$ cat src/rtl/peripheral_bus_timeout.sv
// Busy-cycle counter for the arbiter ACCESS state.
// Ports: clk, rst (sync, active high), clear, count in; expired out
// (high on the busy cycle that reaches TIMEOUT_CYCLES).
module peripheral_bus_timeout #(
  parameter int TIMEOUT_CYCLES = 16
) (
  input  logic clk,
  input  logic rst,
  input  logic clear,
  input  logic count,
  output logic expired
);

  localparam int CW = $clog2(TIMEOUT_CYCLES + 1);
  localparam logic [CW-1:0] LAST = CW'(TIMEOUT_CYCLES - 1);

  logic [CW-1:0] cnt_q;
  logic [CW-1:0] cnt_d;

  assign expired = count && (cnt_q == LAST);

  always_comb begin
    cnt_d = cnt_q;
    if (clear) begin
      cnt_d = '0;
    end else if (count && (cnt_q != LAST)) begin
      cnt_d = cnt_q + 1'b1;
    end
  end

  always_ff @(posedge clk) begin
    if (rst) begin
      cnt_q <= '0;
    end else begin
      cnt_q <= cnt_d;
    end
  end

endmodule

$ cat config.mk
export PLATFORM = sky130hd
export DESIGN_NAME = peripheral_bus_timeout
export DESIGN_NICKNAME = d
export VERILOG_FILES = /design/src/rtl/peripheral_bus_timeout.sv
export SDC_FILE = /design/constraint.sdc
export NUM_CORES = 1
export LEC_CHECK = 0
export ABC_AREA = 0
export BUFFER_PORTS_ARGS = -buffer_cell sky130_fd_sc_hd__buf_4
export CAP_MARGIN = 20
export CORE_AREA = 2 2 39 41
export CTS_BUF_LIST = sky130_fd_sc_hd__clkbuf_4 sky130_fd_sc_hd__clkbuf_8 sky130_fd_sc_hd__clkbuf_16
export DETAILED_ROUTE_END_ITERATION = 8
export DIE_AREA = 0 0 41 43
export GPL_ROUTABILITY_DRIVEN = 0
export PLACE_DENSITY = 0.41
export SLEW_MARGIN = 25
export SYNTH_ARGS = -nofsm -noshare
export SYNTH_HDL_FRONTEND = slang
export SYNTH_SLANG_ARGS = --single-unit
$ cat constraint.sdc
create_clock -name clk -period 2.6 [get_ports clk]
set_input_delay 0.39 -clock clk [delete_from_list [all_inputs] [get_ports clk]]
set_output_delay 0.39 -clock clk [all_outputs]
set_load 0.01 [all_outputs]
==> results_dict.tcl, run 1 <==
set metrics [dict create \
    status "complete, no violations" \
    hold_viol 0 \
    clockRootBuffer "clkbuf_4" \
    drv_cap 0 \
    multi_input_area_um2 145 \
    drt_iter0_markers 6 \
    fin_nets 42 \
    cts_hold_buf 0 \
    grt_first_pass_wirelength_um 710 \
    yosysTopAreaCellShare_pct 40.2 \
    synth_nets 33 \
    dieArea_um2 1760 \
    start_util_pct 18.0 \
    p_leak_uw 0.000134 \
    overflow 0 \
    min_period_over_period_pct 72.1 \
    cp_max_fo 4 \
    synthTopCellsByArea "dfxtp_1 40%, ha_1 10%, nand2b_4 5.5%, nor2_1 4.5%, a21oi_1 4.0%" \
    synth-seq-cells 5 \
    clkTransAtPathRegs_ns 0.04 \
    crit_arrival_ns 1.48 \
    worstMarginPinSlew_ns 0.163 \
    syn_inst 27 \
    grt_antenna_before_repair 0 \
    diodes 0 \
    slew_headroom_pct 89.1 \
    wl_per_cell_um 8.47 \
    cp_slowest_cell "dfxtp_1" \
    die_h_um 43 \
    tns_ns 0 \
    rsz0062_at_grt "false" \
    crit_type "flip-flop to primary output" \
    cts_setup_buffers 0 \
    fp.dieW_um 41 \
    slowest_delay_ns 0.33 \
    port_buffers 4 \
    clock_path_buffers 2 \
    synth.largest_area_cell "dfxtp_1" \
    fin_crit_ns 1.87 \
    post-place-ws_ns 0.972 \
    syn_area_um2 249 \
    holdWs_ns 0.462 \
    clock_sinks 5 \
    worst_setup_path_start_kind "flip-flop" \
    end_kind "primary output" \
    grt_pass1_vias 196 \
    cp_cell_sequence "ha_1, and3_1, ha_1, and2_2, buf_4" \
    finalMaxSlewViolations 0 \
    post_cts_resized 0 \
    vdd.ir_drop.worst_uv 174 \
    postRouteAntennaNets 0 \
    crit_path_frequent_cell "ha_1" \
    remaining_drc_errors 0 \
    vias 202 \
    track_usage_pct 6.63 \
    numCtsBuffers 3 \
    top_register "cnt_q" \
    avgSynthCellArea_um2 9.22 \
    core_area_um2 1380 \
    reg_top3 "cnt_q (5)" \
    worstSkewPairLatency_ns 0.24 \
    fillers 154 \
    setup_viol 0 \
    critPathRequiredTime_ns 2.21 \
    timing.fmax_mhz 533 \
    ys_warn_count 0 \
    seqCellArea_um2 100 \
    tritoncts "yes" \
    place_hpwl_um 328 \
    io_pins 5 \
    rows 14 \
    grt_max_degree 6 \
    yosysSeqAreaShare_pct 40.2 \
    wirelength_um 432 \
    setup_ws_ns 0.726 \
    vias_per_cell 3.96 \
    largest_reg_flops 5 \
    syn_to_final_growth_pct 32.2 \
    synth_cell_types 18 \
    holdCritPathClass "input pin to flip-flop" \
    fin_skew_ns 0.000595 \
    htreeDepth 1 \
    power.density_nw_per_um2 593 \
    firstDrtPassIters 4 \
    layout-drive-gt1-share_pct 34.3 \
]
[power by group]
part | internal, uW | leakage (uW) | switching (uW)
registers | 78.6 | 0.0000405 | 1.21
logic | 6.98 | 0.0000749 | 5.65
clock network | 68.6 | 0.0000184 | 34.1
total | 154 | 0.000134 | 41.0
[critical path: cells and delay by family (launching register included)]
family        cells  cell delay [ns]
simple gates      2             0.35
flops             1             0.33
fa+ha+maj         2             0.42
buf+inv           1             0.14
[layout by cell type, fill, tap and decap left out, drive strengths merged]
| master | Yosys | routed |
|---|---|---|
| dfxtp | 5 | 5 |
| clkbuf | 0 | 4 |
| buf | 0 | 4 |
| nor2 | 3 | 3 |
| a21oi | 2 | 2 |
| nand2 | 2 | 2 |
| ha | 2 | 2 |
| inv | 1 | 1 |
| and3 | 1 | 1 |
| and2 | 1 | 1 |
| nand2b | 1 | 1 |
| nand3 | 1 | 1 |
| o21ai | 1 | 1 |
| or3 | 1 | 1 |
| or2 | 1 | 1 |
| nand3b | 1 | 1 |
| xor2 | 1 | 1 |
| and2b | 1 | 1 |
| a211oi | 1 | 1 |
| xnor2 | 1 | 1 |
[through the flow]
stage | utilization (%) | instances | area (um^2) | power [uW]
after CTS | 23.8 | 51 | 329 | 197
after detailed placement | 21.6 | 47 | 299 | 93.9
after floorplan | - | 27 | 249 | 88.3
after global placement | 21.6 | 47 | 299 | 93.7
final | 23.8 | 51 | 329 | 195
after global routing | 23.8 | 51 | 329 | 202
[cell usage after synthesis]
| cell type | instances |
|---|---|
| nand2b_4 | 1 |
| xor2_1 | 1 |
| a211oi_1 | 1 |
| inv_1 | 1 |
| and2_2 | 1 |
| xnor2_1 | 1 |
| nand2_1 | 2 |
| a21oi_1 | 2 |
| and2b_2 | 1 |
| or2_2 | 1 |
| ha_1 | 2 |
| dfxtp_1 | 5 |
| nand3b_1 | 1 |
| nor2_1 | 3 |
| or3_1 | 1 |
| and3_1 | 1 |
| nand3_1 | 1 |
| o21ai_0 | 1 |
[kinds of logic after synthesis]
| logic type | Yosys count | share of synthesized area, % |
|---|---|---|
| adders and majority gates | 2 | 10.0 |
| xor gates and xnor gates | 2 | 7.04 |
| DFF | 5 | 40.2 |
| buffers and inverters | 1 | 1.51 |
| AOI/OAI and AO/OA | 4 | 9.04 |
| and+or+nand+nor | 13 | 32.2 |
[layout make-up]
| type | instances | share of cell area [%] |
|---|---|---|
| Multi-Input combinational cell | 21 | 44.1 |
| Sequential cell | 5 | 30.4 |
| Clock buffer | 4 | 9.13 |
| Timing Repair Buffer | 4 | 9.13 |
| Tap cell | 16 | 6.08 |
| Inverter | 1 | 1.14 |
[layer usage]
metal	vias up	track usage, %	part of all wire [%]
met4	0	8.00	3.7
met2	7	8.75	44
met5	-	0	0
met3	2	3.14	9.5
met1	87	6.45	43
li1	106	-	-
[path summary, 6_finish.rpt]
check                         from                     to  slack [ns]  cells past startpoint
min                            rst  cnt_q[0]$_SDFFE_PP0P_        0.46                      3
min reg2reg  cnt_q[1]$_SDFFE_PP0P_  cnt_q[1]$_SDFFE_PP0P_        0.49                      2
max          cnt_q[0]$_SDFFE_PP0P_                expired        0.73                      5
max reg2reg  cnt_q[0]$_SDFFE_PP0P_  cnt_q[3]$_SDFFE_PP0P_        0.97                      6
(Power assumes the default switching activity.)
==> inputs of run 2 (changes only) <==
--- a/config.mk
+++ b/config.mk
@@ -5,7 +5,7 @@
 export SDC_FILE = /design/constraint.sdc
 export NUM_CORES = 1
 export LEC_CHECK = 0
-export ABC_AREA = 0
+export ABC_AREA = 1
 export BUFFER_PORTS_ARGS = -buffer_cell sky130_fd_sc_hd__buf_4
 export CAP_MARGIN = 20
 export CORE_AREA = 2 2 39 41
@@ -13,7 +13,7 @@
 export DETAILED_ROUTE_END_ITERATION = 8
 export DIE_AREA = 0 0 41 43
 export GPL_ROUTABILITY_DRIVEN = 0
-export PLACE_DENSITY = 0.41
+export PLACE_DENSITY = 0.45
 export SLEW_MARGIN = 25
 export SYNTH_ARGS = -nofsm -noshare
 export SYNTH_HDL_FRONTEND = slang
==> constraint.sdc (replaced) <==
create_clock -name clk -period 1.7 [get_ports clk]
set_input_delay 0.255 -clock clk [delete_from_list [all_inputs] [get_ports clk]]
set_output_delay 0.255 -clock clk [all_outputs]
set_load 0.01 [all_outputs]
==> results_dict.tcl, run 2 <==
set metrics [dict create \
    slew_headroom_pct 91.5 \
    fin_crit_ns 1.60 \
    worstSkewPairLatency_ns 0.24 \
    pwr-share-clk_pct 50.9 \
    diodes 0 \
    holdCritPathClass "input pin to flip-flop" \
    yosysTopAreaCellShare_pct 35.2 \
    track_usage_pct 7.44 \
    wl_per_cell_um 7.39 \
    drv_cap 0 \
    setup_viol 0 \
    postRouteAntennaNets 0 \
    clkTransAtPathRegs_ns 0.04 \
    synthTopCellsByArea "dfxtp_1 35%, inv_1 9.3%, ha_1 8.8%, nor2_8 7.0%, nand2_1 6.6%" \
    remaining_drc_errors 0 \
    grt_antenna_before_repair 0 \
    switchingPower_uw 67.8 \
    overflow 0 \
    fillers 157 \
    seqPwrFrac_pct 40.1 \
    yosysMostFrequentCell "inv_1" \
    synth-seq-cells 5 \
    worstMarginPinSlew_ns 0.127 \
    finalMaxSlewViolations 0 \
    fin_skew_ns 0.00197 \
    critPathRequiredTime_ns 1.44 \
    htreeDepth 1 \
    synth.largest_area_cell "dfxtp_1" \
    firstDrtPassIters 2 \
    cp_max_fo 3 \
    synth_ff_type "dfxtp_1" \
    grt_pass1_vias 219 \
    core_area_um2 1380 \
    status "complete, no violations" \
    hold_viol 0 \
    tritoncts "yes" \
    timing.fmax_mhz 624 \
    comb_power_share_pct 8.9 \
    rows 14 \
    synthArstFlopShare_pct 0 \
    grt_max_degree 7 \
    dpl_cell_area_um2 334 \
    die_h_um 43 \
    crit_arrival_ns 1.35 \
    clockRootBuffer "clkbuf_4" \
    reg_top3 "cnt_q (5)" \
    p_leak_uw 0.000163 \
    worst_setup_path_start_kind "flip-flop" \
    clock_sinks 5 \
    layout-drive-gt1-share_pct 37.0 \
    syn_to_final_growth_pct 30.8 \
    dieArea_um2 1760 \
    fp.dieW_um 41 \
    min_period_over_period_pct 94.3 \
    place_hpwl_um 365 \
    fin_util_pct 26.9 \
    wirelength_um 458 \
    power_uw 306 \
    syn_inst 38 \
    synth_cell_types 14 \
    start_util_pct 20.5 \
    synth_nets 44 \
    worstHoldPathCells 4 \
    avgSynthCellArea_um2 7.47 \
    fin_nets 53 \
    layout_commonest_cell "inv_1" \
    cell_internal_pwr_uw 238 \
    vdd.ir_drop.worst_uv 261 \
    port_buffers 4 \
    vias_per_cell 4.02 \
    crit_type "flip-flop to primary output" \
    switching_share_pct 22.2 \
    vias 249 \
    drt_iter0_markers 5 \
    numCtsBuffers 3 \
    clock_path_buffers 2 \
    grt_first_pass_wirelength_um 828 \
    yosysSeqAreaShare_pct 35.2 \
    top_register "cnt_q" \
    ys_warn_count 0 \
    cts_hold_buf 0 \
    power.density_nw_per_um2 823 \
    io_pins 5 \
    synth_edf_count 0 \
    largest_reg_flops 5 \
    design_area_um2 372 \
    syn_area_um2 284 \
    reg2reg_depth 9 \
    yosys-top-cells-count "7 x inv_1, 5 x dfxtp_1, 5 x nand2_1, 5 x nor2_1" \
    layout_common_cells "7 x inv_1, 5 x nand2_1, 5 x nor2_1, 4 x clkbuf_4, 4 x buf_4" \
    end_kind "primary output" \
]
==> run 2: cell types whose count changed in the layout (fill, tap and decap cells not counted), moves of 2 or more <==
| cell | delta |
|---|---|
| nor2_1 | +2 |
| o21ai_1 | +3 |
| ha_1 | -2 |
| nand2_1 | +3 |
| dfxtp_2 | +2 |
| ha_2 | +2 |
| dfxtp_1 | -2 |
| inv_1 | +6 |
==> run 2: worst paths after layout <==
kind / endpoint / from / slack [ns]
setup reg to reg: cnt_q[2]$_SDFFE_PP0P_ / cnt_q[1]$_SDFFE_PP0P_ / 0.38
hold reg to reg: cnt_q[4]$_SDFFE_PP0P_ / cnt_q[4]$_SDFFE_PP0P_ / 0.46
setup / recovery: expired / cnt_q[1]$_SDFFE_PP0P_ / 0.1
hold / removal: cnt_q[3]$_SDFFE_PP0P_ / rst / 0.29
==> run 2: cell type report <==
| type | count | area [um^2] | area share [%] |
|---|---|---|---|
| Multi-Input combinational cell | 25 | 159 | 42.8 |
| Tap cell | 16 | 20.0 | 5.39 |
| Timing Repair Buffer | 4 | 30.0 | 8.08 |
| Clock buffer | 4 | 30.0 | 8.08 |
| Inverter | 8 | 30.0 | 8.08 |
| Sequential cell | 5 | 103 | 27.6 |
==> run 2: repair_timing <==
item / CTS / global route
setup endpoints to repair: 0 / 1
gates resized for setup: 0 / 4
hold endpoints to repair: 0 / 0
buffers inserted: 0 / 0
==> run 2: layer usage <==
metal / share of wire, % / GRT usage [%]
met5: 0 / 0
met2: 50 / 9.38
met4: 3.9 / 10.0
met1: 42 / 8.41
met3: 3.9 / 1.57
==> run 2: critical path: stages (launching register included) <==
cell and delay (ns):
dfxtp_2 0.33, ha_2 0.18, inv_1 0.05, nor2_1 0.10
ha_2 0.23, nand2_1 0.06, inv_1 0.05, buf_4 0.10
==> run 2: power by group through the flow <==
stage,combinational [uW],clock (uW),sequential [uW]
2_1_floorplan,15.7,0,124
3_3_place_gp,27.2,0,124
3_5_place_dp,27.5,0,124
4_1_cts,27.7,160,122
5_1_grt,31.6,170,123
6_report,27.3,156,123
==> run 2: cell families after synthesis <==
family                   share of synthesized area (%)
AO/OA/AOI/OAI                                     13.2
flip-flops                                        35.2
adder cells (fa/ha/maj)                           8.81
AND/OR/NAND/NOR                                   32.2
buffers and inverters                             10.6
==> run 2: stage by stage <==
| stage | hold WS (ns) | setup TNS (ns) | std cells | worst slack (ns) |
|---|---|---|---|---|
| floorplan | 0.398 | 0 | 38 | 0.439 |
| detailed placement | 0.455 | 0 | 58 | 0.290 |
| global placement | 0.452 | 0 | 58 | 0.280 |
| finish | 0.291 | 0 | 62 | 0.0963 |
| global route | 0.303 | -0.00691 | 62 | -0.00691 |
| CTS | 0.287 | 0 | 62 | 0.0170 |
